**src/rtl/dswb_pkg.sv**
```systemverilog
// Shared types and default constants for the DSWB sewage return path.
package dswb_pkg;

  typedef enum logic [1:0] {
    IDLE      = 2'd0,
    TREAT     = 2'd1,
    DISCHARGE = 2'd2
  } plant_state_t;

  localparam int TANK_MAX     = 1000;
  localparam int BATCH_SIZE   = 256;
  localparam int TREAT_CYCLES = 8;
  localparam int RETURN_CHUNK = 32;

  // A quarter of each batch is lost as sludge, leaving a 75% yield.
  localparam int YIELD_SHIFT  = 2;
  localparam logic [8:0] BATCH_YIELD = 9'(BATCH_SIZE - (BATCH_SIZE >> YIELD_SHIFT));

  // Size of the next return beat: a full chunk, or the remainder of the reactor.
  function automatic logic [5:0] chunk_of(input logic [8:0] units);
    return (units > 9'(RETURN_CHUNK)) ? 6'(RETURN_CHUNK) : units[5:0];
  endfunction

endpackage

```
**src/rtl/sewage_tank.sv**
```systemverilog
// Holding tank: a saturating accumulator that nets inflow against batch
// withdrawals and keeps a running, saturating tally of spilled sewage.
module sewage_tank
  import dswb_pkg::*;
(
  input  logic        clk,
  input  logic        reset,
  input  logic [8:0]  inflow,
  input  logic [8:0]  withdraw,
  output logic [9:0]  tank_level,
  output logic        tank_overflow,
  output logic [11:0] spilled_total
);

  logic [10:0] next_level;
  logic [10:0] excess;
  logic        over_capacity;
  logic [12:0] spill_sum;

  // Net the cycle's inflow and withdrawal, and work out any excess over capacity.
  always_comb begin
    next_level    = {1'b0, tank_level} + {2'b00, inflow} - {2'b00, withdraw};
    over_capacity = next_level > 11'(TANK_MAX);
    excess        = over_capacity ? (next_level - 11'(TANK_MAX)) : 11'd0;
    spill_sum     = {1'b0, spilled_total} + {2'b00, excess};
  end

  // Register the new level, clamping at capacity and accounting for the spill.
  always_ff @(posedge clk or posedge reset) begin
    if (reset) begin
      tank_level    <= 10'd0;
      tank_overflow <= 1'b0;
      spilled_total <= 12'd0;
    end else if (over_capacity) begin
      tank_level    <= 10'(TANK_MAX);
      tank_overflow <= 1'b1;
      spilled_total <= (spill_sum > 13'd4095) ? 12'd4095 : spill_sum[11:0];
    end else begin
      tank_level    <= next_level[9:0];
      tank_overflow <= 1'b0;
    end
  end

endmodule

```
**src/rtl/sewage_treatment_plant.sv**
```systemverilog
// Sewage treatment plant: collects population sewage into a tank, treats it in
// batches and returns the treated water to the reservoir over valid/ready beats.
module sewage_treatment_plant
  import dswb_pkg::*;
(
  input  logic        clk,
  input  logic        reset,
  input  logic        inflow_en,
  input  logic [7:0]  city_population,
  input  logic [7:0]  town_population,
  input  logic        return_ready,
  output logic        return_valid,
  output logic [5:0]  return_amount,
  output logic [9:0]  tank_level,
  output logic [1:0]  plant_state,
  output logic        tank_overflow,
  output logic [11:0] spilled_total
);

  localparam int CW = $clog2(TREAT_CYCLES);

  plant_state_t    state;
  logic [CW-1:0]   treat_count;
  logic [8:0]      reactor;
  logic [8:0]      pop_sum;
  logic [8:0]      inflow;
  logic [8:0]      withdraw;
  logic            start_batch;
  logic [8:0]      reactor_after;

  // Sewage inflow from the populations and the batch withdrawal on leaving IDLE.
  always_comb begin
    pop_sum       = {1'b0, city_population} + {1'b0, town_population};
    inflow        = inflow_en ? {1'b0, pop_sum[8:1]} : 9'd0;
    start_batch   = (state == IDLE) && (tank_level >= 10'(BATCH_SIZE));
    withdraw      = start_batch ? 9'(BATCH_SIZE) : 9'd0;
    reactor_after = reactor - {3'b000, return_amount};
  end

  sewage_tank u_tank (
    .clk           (clk),
    .reset         (reset),
    .inflow        (inflow),
    .withdraw      (withdraw),
    .tank_level    (tank_level),
    .tank_overflow (tank_overflow),
    .spilled_total (spilled_total)
  );

  // Batch FSM: treat counter, reactor contents and the registered return beat.
  always_ff @(posedge clk or posedge reset) begin
    if (reset) begin
      state         <= IDLE;
      treat_count   <= '0;
      reactor       <= 9'd0;
      return_valid  <= 1'b0;
      return_amount <= 6'd0;
    end else begin
      unique case (state)
        IDLE: begin
          if (start_batch) begin
            treat_count <= CW'(TREAT_CYCLES - 1);
            state       <= TREAT;
          end
        end
        TREAT: begin
          if (treat_count == '0) begin
            reactor       <= BATCH_YIELD;
            return_valid  <= 1'b1;
            return_amount <= chunk_of(BATCH_YIELD);
            state         <= DISCHARGE;
          end else begin
            treat_count <= treat_count - 1'b1;
          end
        end
        DISCHARGE: begin
          if (return_valid && return_ready) begin
            reactor <= reactor_after;
            if (reactor_after == 9'd0) begin
              return_valid  <= 1'b0;
              return_amount <= 6'd0;
              state         <= IDLE;
            end else begin
              return_amount <= chunk_of(reactor_after);
            end
          end
        end
        default: begin
          state         <= IDLE;
          return_valid  <= 1'b0;
          return_amount <= 6'd0;
        end
      endcase
    end
  end

  assign plant_state = state;

endmodule
```
**config.mk**
```make
export PLATFORM = sky130hd
export DESIGN_NAME = sewage_treatment_plant
export DESIGN_NICKNAME = d
export VERILOG_FILES = /design/src/rtl/dswb_pkg.sv /design/src/rtl/sewage_tank.sv /design/src/rtl/sewage_treatment_plant.sv
export SDC_FILE = /design/constraint.sdc
export NUM_CORES = 1
export LEC_CHECK = 0
export ABC_CLOCK_PERIOD_IN_PS = 10600
export CAP_MARGIN = 20
export CORE_MARGIN = 2
export CORE_UTILIZATION = 40
export CTS_CLUSTER_SIZE = 40
export DETAILED_ROUTE_END_ITERATION = 10
export PLACE_DENSITY = 0.62
export SYNTH_ARGS = -nofsm -noshare
export SYNTH_HDL_FRONTEND = slang
export SYNTH_SLANG_ARGS = --single-unit
export TNS_END_PERCENT = 100
```
**constraint.sdc**
```tcl
create_clock -name clk -period 10.6 [get_ports clk]
set_input_delay 2.12 -clock clk [delete_from_list [all_inputs] [get_ports clk]]
set_output_delay 2.12 -clock clk [all_outputs]
set_load 0.01 [all_outputs]
```
==> results of run 1 <==
-- synth_stat cells, drive strengths merged (2+ instances only) --
cell type / n / area [µm²]
a21o: 5 / 37.5
xnor2: 14 / 130
o21ai: 30 / 150
nand4: 2 / 18.8
a31oi: 8 / 50.1
nor2b: 11 / 76.3
o31a: 3 / 26.3
a2111oi: 2 / 36.3
nor3b: 4 / 30.0
dfrtp: 44 / 1100
nand2b: 11 / 76.3
nand2: 42 / 158
fa: 3 / 60.1
o2111ai: 2 / 17.5
or3: 2 / 12.5
inv: 58 / 225
mux2: 14 / 169
o21a: 10 / 76.3
or2: 4 / 25.0
o22ai: 2 / 12.5
o311a: 2 / 20.0
xor2: 8 / 77.6
ha: 48 / 601
a211oi: 6 / 62.6
o211ai: 6 / 45.0
o21bai: 2 / 15.0
nand3b: 3 / 22.5
a21oi: 15 / 75.1
buf: 7 / 55.0
a311oi: 3 / 26.3
a22o: 5 / 43.8
or4: 4 / 30.0
nand3: 9 / 45.0
a22oi: 2 / 15.0
and2: 2 / 15.0
clkbuf: 9 / 33.8
o31ai: 4 / 35.0
nor2: 29 / 109
a211o: 2 / 17.5
nand4b: 2 / 17.5
and3: 7 / 43.8
mux2i: 2 / 20.0
nor3: 7 / 35.0
-- how the worst max path moves through the flow --
stage	start	endpoint	slack [ns]	cells past startpoint
final	city_population[1]	u_tank.spilled_total[4]	2.10	30
after floorplan	city_population[1]	u_tank.spilled_total[2]	2.94	33
after global routing	city_population[1]	u_tank.spilled_total[2]	1.57	30
after detailed placement	city_population[1]	u_tank.spilled_total[4]	1.80	30
after global placement	city_population[1]	u_tank.spilled_total[2]	2.01	30
after CTS	city_population[1]	u_tank.spilled_total[4]	2.11	30
-- stage by stage --
stage | hold WS (ns) | utilization | setup WS, ns | std cells | area (µm²)
after global routing | 0.550 | 0.488 | 1.57 | 646 | 4810
after global placement | 0.470 | 0.474 | 2.01 | 637 | 4670
final | 0.491 | 0.488 | 2.10 | 646 | 4810
after detailed placement | 0.474 | 0.474 | 1.80 | 637 | 4670
after CTS | 0.499 | 0.486 | 2.11 | 645 | 4790
after floorplan | 0.450 | - | 2.94 | 469 | 4090
-- sequential cells by signal, summed over array words and instances (netlist names) --
name                  flops
u_tank.tank_overflow      1
u_tank.spilled_total     12
u_tank.tank_level        10
reactor                   9
return_amount             6
return_valid              1
treat_count               3
plant_state               2
-- critical path: cells and delay by family --
family                   cells  cell delay, ns
adder cells (fa/ha/maj)      5            1.54
multiplexers                 1            0.28
AND/OR/NAND/NOR              4            0.69
XOR/XNOR                     1            0.47
buffers and inverters        5            0.74
AO/OA/AOI/OAI               14            2.81
-- per-layer routing --
metal  wire length [µm]  up-vias  share of wire  track usage
li1                   -     1741              -            -
met1               4260     1640           0.47        0.212
met2               4510       51           0.50        0.294
met3                187        8          0.021       0.0274
met4                101        0          0.011       0.0352
met5                  0        -              0            0
-- final cells by class --
cell class | instances | area [µm²] | share of cell area
inverter | 58 | 225 | 0.0468
multi-input combinational | 351 | 2670 | 0.555
timing repair buffer | 52 | 531 | 0.110
sequential | 44 | 1100 | 0.229
clock buffer | 5 | 68.8 | 0.0143
clock inverter | 3 | 47.5 | 0.00989
tap | 133 | 166 | 0.0346
-- logic make-up (layout without fill, tap and decap cells) --
family | after synthesis | in the layout | share of synthesized area
AO/OA/AOI/OAI | 117 | 117 | 0.206
flip-flops | 44 | 44 | 0.270
multiplexers | 16 | 16 | 0.0462
buffers and inverters | 74 | 118 | 0.0769
AND/OR/NAND/NOR | 145 | 145 | 0.189
XOR/XNOR | 22 | 22 | 0.0508
adder cells (fa/ha/maj) | 51 | 51 | 0.162
==> impl_metrics.ini, run 1 <==
[outcome]
status = finished clean

[cells_and_area]
final_common_cell = inv_1
final_nets = 583
final_cell_mix = inv_1 (56), clkdlybuf4s50_1 (51), ha_1 (48)
fillCellCount = 954
drive_above_1_share = 0.0838
antenna_cells = 0
synthToLayoutAreaGrowth_pct = 17.7

[clocking]
cts_tree = done
clkTransAtPathRegs_ns = 0.11
clock-sinks = 44
cts.repair.resized = 0
insertion_delay_ns = 0.31
clk_path_buf_depth = 2
clock_tree.root_cell = clkbuf_8
htree_levels = 2
postCtsHoldBufs = 0
cts_buffers = 5
post_cts.repair.setup_buffers = 0

[floorplan]
io_pins = 52
num_rows = 36
core_mm2 = 0.00986
initial_core_util = 0.414
die_area_mm2 = 0.0110
dieHeight_um = 105
fp.dieW_um = 105

[placement]
dp_hpwl_mm = 7.02
gp_congestion = 0.908
port_buffers = 51

[worst_hold_path]
min-delay-start = reactor[0]
hold_class = flop to flop
holdPathEnd = reactor[0]
whs_path_depth = 2

[detailed_routing]
wl_per_cell_um = 14.0
drc = 0
wl_mm = 9.06
dr.first_iter.drc_count = 89
avgViaCountPerCell = 5.33
dr.pass1.iters = 4
vias = 3440
detail-route-antenna-nets = 0

[sta]
setup_viol = 0
fin_setup_tns_ns = 0
finClkSkew_ns = 0.0154
final_max_slew_viol_count = 0
timing.fmax_ghz = 0.118
rsz0062_at_grt = false
tightest_slew_ns = 0.691
finalCritPeriodShare = 0.802
post-route-min-period_ns = 8.50
slew_headroom = 0.527
hold_viol = 0

[setup_path]
worstSetupStartpointType = input port
slowest_stage = clkdlybuf4s50_1
end_kind = flop
arrival_ns = 8.69
r2r_end = u_tank.spilled_total[4]
r2r_slack_ns = 5.15
worstReg2RegStart = plant_state[0]
crit_type = input port to flop
path_common_cell = o21ai_0
required_ns = 10.78
ff2ff_path_depth = 21
cpPeakStageDelay_ns = 0.48
worstPathMaxFanout = 17

[synth]
synth-seq-cells = 44
async_flop_share = 1.00
synth_edf_count = 0
syn_area_per_cell_um2 = 8.71
synth_nets = 540
ys.flop_type = dfrtp_1
syn_inst = 469
synth_seq_area_share = 0.270
netlist_area_mm2 = 0.00409
yosys.cell_types.count = 74
yosysWarnings = 0

[global_routing]
grt_pass1_wl_mm = 15.3
grt_usage = 0.166
grt_antenna_before_repair = 0
grt_max_degree = 45
grt_overflow = 0
first_global_vias = 3400

[flow_run]
drv_cap = 0
Power of run 1 is not shown: default switching activity piles up to over one toggle a cycle in this logic, so the estimate is an artifact.
==> run 2: changes to the inputs <==
--- a/config.mk
+++ b/config.mk
@@ -5,13 +5,13 @@
 export SDC_FILE = /design/constraint.sdc
 export NUM_CORES = 1
 export LEC_CHECK = 0
-export ABC_CLOCK_PERIOD_IN_PS = 10600
+export ABC_CLOCK_PERIOD_IN_PS = 7750
 export CAP_MARGIN = 20
 export CORE_MARGIN = 2
 export CORE_UTILIZATION = 40
 export CTS_CLUSTER_SIZE = 40
 export DETAILED_ROUTE_END_ITERATION = 10
-export PLACE_DENSITY = 0.62
+export PLACE_DENSITY = 0.64
 export SYNTH_ARGS = -nofsm -noshare
 export SYNTH_HDL_FRONTEND = slang
 export SYNTH_SLANG_ARGS = --single-unit
==> constraint.sdc (replaced) <==
create_clock -name clk -period 7.75 [get_ports clk]
set_input_delay 1.55 -clock clk [delete_from_list [all_inputs] [get_ports clk]]
set_output_delay 1.55 -clock clk [all_outputs]
set_load 0.01 [all_outputs]
==> impl_metrics.ini, run 2 (synthesized netlist as in run 1, its figures left out) <==
[outcome]
status = finished clean

[sta]
hold_slack_ns = 0.495
final_max_slew_viol_count = 0
tightest_slew_ns = 0.682
hold_viol = 0
rsz0062_at_grt = true
fin_setup_tns_ns = 0
post-route-min-period_ns = 7.29
finalCritPeriodShare = 0.941
finClkSkew_ns = 0.0134
slew_headroom = 0.534
setup_viol = 0
timing.fmax_ghz = 0.137

[detailed_routing]
vias = 3435
dr.pass1.iters = 4
avgViaCountPerCell = 5.28
wl_mm = 9.02
detail-route-antenna-nets = 0
drc = 0
wl_met2_mm = 4.44
highest_layer = met4
dr.first_iter.drc_count = 135
wl_met1_mm = 4.24
wl_per_cell_um = 13.9
wl_met3_um = 240

[setup_path]
arrival_ns = 7.49
crit_type = input port to flop
required_ns = 7.95
cpPeakStageDelay_ns = 0.42
slowest_stage = clkdlybuf4s50_1
worstSetupStartpointType = input port
end_kind = flop
worstPathMaxFanout = 10
path_common_cell = ha_1

[cells_and_area]
fillCellCount = 926
final_util = 0.494
synthToLayoutAreaGrowth_pct = 19.3
antenna_cells = 0
final_common_cell = inv_1
seq_area_mm2 = 0.00110
finalNonFillerCells = 651
final_nets = 588
reg_top3 = u_tank.spilled_total (12), u_tank.tank_level (10), reactor (9)
multi_input_area_mm2 = 0.00269
largest_reg_flops = 12
drive_above_1_share = 0.100
largest-register = u_tank.spilled_total
final_cell_mix = inv_1 (56), clkdlybuf4s50_1 (51), ha_1 (48)

[global_routing]
grt_overflow = 0
grt_pass1_wl_mm = 15.6
first_global_vias = 3360
grt_max_degree = 45
grt_antenna_before_repair = 0
grt_usage = 0.170

[clocking]
clk_path_buf_depth = 2
clkTransAtPathRegs_ns = 0.10
htree_levels = 2
cts_tree = done
cts_buffers = 5
insertion_delay_ns = 0.32
postCtsHoldBufs = 0
clock-sinks = 44
clock_tree.root_cell = clkbuf_8

[floorplan]
io_pins = 52
die_area_mm2 = 0.0110
dieHeight_um = 105
core_mm2 = 0.00986
initial_core_util = 0.414
fp.dieW_um = 105
num_rows = 36

[placement]
port_buffers = 51
gp_congestion = 0.887
dp_hpwl_mm = 6.97
placed_cells = 641

[worst_hold_path]
hold_class = flop to flop

[flow_run]
drv_cap = 0
==> run 2: final timing paths <==
| path | from | endpoint | slack (ns) | depth (start not counted) |
|---|---|---|---|---|
| setup / recovery | city_population[1] | u_tank.spilled_total[10] | 0.46 | 29 |
| max in group asynchronous | reset | reactor[6] | 5.67 | 3 |
| hold reg to reg | reactor[0] | reactor[0] | 0.49 | 2 |
| setup reg to reg | plant_state[1] | u_tank.spilled_total[4] | 2.84 | 22 |
| hold / removal | reactor[0] | reactor[0] | 0.49 | 2 |
| min in group asynchronous | reset | treat_count[0] | 1.57 | 2 |
==> run 2: worst max-delay path, delay by kind of cell <==
| kind | cells | cell delay (ns) |
|---|---|---|
| xor gates and xnor gates | 1 | 0.14 |
| muxes | 1 | 0.26 |
| AOI/OAI and AO/OA | 9 | 1.61 |
| buffers and inverters | 4 | 0.57 |
| and+or+nand+nor | 9 | 1.82 |
| adders and majority gates | 5 | 1.54 |
==> run 2: area by class of cell <==
cell class	instances	area share
Clock buffer	5	0.0141
Sequential cell	44	0.226
Timing Repair Buffer	57	0.117
Multi-Input combinational cell	351	0.552
Tap cell	133	0.0342
Clock inverter	3	0.00976
Inverter	58	0.0462
==> run 2: what timing repair did <==
item | 4_1_cts | 5_1_grt
buffers inserted | 0 | 1
resized for setup | 0 | 6
setup endpoints to repair | 0 | 12
==> run 2: metrics by stage <==
step,worst slack (ns),area (µm²)
2_1_floorplan,0.660,4090
3_3_place_gp,0.176,4700
3_5_place_dp,0.0306,4700
4_1_cts,0.342,4820
5_1_grt,0.00299,4870
6_report,0.460,4870
==> run 2: per-layer routing <==
| metal | up-vias | global-route usage |
|---|---|---|
| met2 | 50 | 0.295 |
| met3 | 10 | 0.0331 |
| met1 | 1626 | 0.216 |
| met4 | 0 | 0.0381 |
| met5 | - | 0 |
| li1 | 1749 | - |
Power of run 2 is left out for the same reason.
==> run 3: changes to the inputs <==
--- a/config.mk
+++ b/config.mk
@@ -12,6 +12,7 @@
 export CTS_CLUSTER_SIZE = 40
 export DETAILED_ROUTE_END_ITERATION = 10
 export PLACE_DENSITY = 0.64
+export SKIP_LAST_GASP = 1
 export SYNTH_ARGS = -nofsm -noshare
 export SYNTH_HDL_FRONTEND = slang
 export SYNTH_SLANG_ARGS = --single-unit
==> results of run 3 <==
Same layout as run 2: the final DEF is identical, and so are final timing and power.
Power of run 3 is left out for the same reason.
==> edit, RTL diff (config.mk and constraints of run 2) <==
Change the package constant `TREAT_CYCLES` from 8 to 16.
--- a/src/rtl/dswb_pkg.sv
+++ b/src/rtl/dswb_pkg.sv
@@ -10,5 +10,5 @@
   localparam int TANK_MAX     = 1000;
   localparam int BATCH_SIZE   = 256;
-  localparam int TREAT_CYCLES = 8;
+  localparam int TREAT_CYCLES = 16;
   localparam int RETURN_CHUNK = 32;
 
Check against the original RTL: no difference found for any inputs over 10 cycles, from zero or initial values and one cycle with reset high; that may be too few to reach the edited logic, so the function may still have changed.
==> edit against run 2 <==
First-iteration DRC count fell by 48%. Routed wire length fell by 4.9%. Critical path type unchanged. Non-clock buffer count rose by 37. Worst setup slack got worse by 88 ps. Highest routed layer unchanged. Area after synthesis fell by 5.8%. Sequential cell count rose by 1. Count of clock-buffer cells in the layout did not move. Design area rose by 1.4%.
Power is left out: the tool's default activity adds up to more than one toggle a clock period on the data nets, which glitch-free logic cannot reach.
==> edit: results (changes against run 2) <==
| Result | This run | Change |
| --- | --- | --- |
| Synthesized net count | 514 | was 540 |
| Worst R2R Setup Slack | 2700 ps | was 2840 ps |
| Cell at the slowest stage of the critical path | sky130_fd_sc_hd__or4_4 | was sky130_fd_sc_hd__clkdlybuf4s50_1 |
| Area share of xor/xnor cells in the synthesized design | 5.69% | was 5.08% |
| Fin Clk Skew | 9.53 ps | was 13.4 ps |
| Worst-case setup slack after placement | -159 ps | was 30.6 ps |
| Via density | 5.06 | was 5.28 |
| Detailed Place HPWL | 6.87 mm | was 6.97 mm |
| Number of nets in the finished design | 607 | was 588 |
| CP Max Fanout | 6 | was 10 |
| Area share of fa/ha/maj cells after synthesis | 16.9% | was 16.2% |
| Vias in the first global route | 3,321 | was 3,360 |
| Post-Syn Area per Cell | 8.66 um^2 | was 8.71 um^2 |
| Largest cells by area after synthesis | sky130_fd_sc_hd__dfrtp_1, sky130_fd_sc_hd__ha_1, sky130_fd_sc_hd__inv_1 | unchanged |
| Crit path arrival time | 7570 ps | was 7490 ps |
| Status | completed | unchanged |
| Global-route wire length before repair | 14.9 mm | was 15.6 mm |
| Global placement routability congestion | 0.885 | was 0.887 |
| Worst slack on hold paths | 488 ps | was 495 ps |
| Unique cell type count in the Yosys netlist | 62 | was 74 |
| Relative slew margins | 59.4% | was 53.4% |
| Wire per inst | 12.9 um | was 13.9 um |
| Sequential fraction of the synthesis area | 29.3% | was 27.0% |
| Gr usage total | 17.7% | was 17.0% |
| R2r startpoint | u_tank.tank_level[2] | was plant_state[1] |
| Filler Cells Inserted | 892 | was 926 |
| Routed WL | 8.58 mm | was 9.02 mm |
| Proportion of synthesized area in mux cells | 1.53% | was 4.62% |
| Share of the clock period used by the worst path after layout | 95.2% | was 94.1% |
| Complex-gate fraction of the synthesized area | 20.2% | was 20.6% |
[edit: changes by cell type after synthesis, moves of 5 or more]
cell                       delta
sky130_fd_sc_hd__nor2b_1      +6
sky130_fd_sc_hd__a21oi_1      +9
sky130_fd_sc_hd__mux2_2       -8
sky130_fd_sc_hd__o211ai_1     -5
sky130_fd_sc_hd__and3_1       -5
sky130_fd_sc_hd__a22o_1       -5
[edit: layer usage]
layer / vias up / GRT usage (%) / wire length (um)
met5: - / 0 / 0
met4: 0 / 3.59 / 78
met3: 8 / 2.67 / 202
met2: 39 / 31.3 / 4240
met1: 1596 / 23.1 / 4060
li1: 1734 / - / -
[edit: cell type report]
type	instances	area share (%)
clock buffers	5	1.39
flip-flops and latches	45	22.8
multi-input cells	337	50.9
clock inverters	3	0.431
inverters	54	4.13
well taps	129	3.27
repair buffers	94	17.1
[edit: through the flow]
step	util [%]	area, um^2
after floorplan	-	3850
after global placement	51.4	4770
after detailed placement	51.4	4770
after CTS	52.4	4860
after global routing	53.2	4940
final	53.2	4940
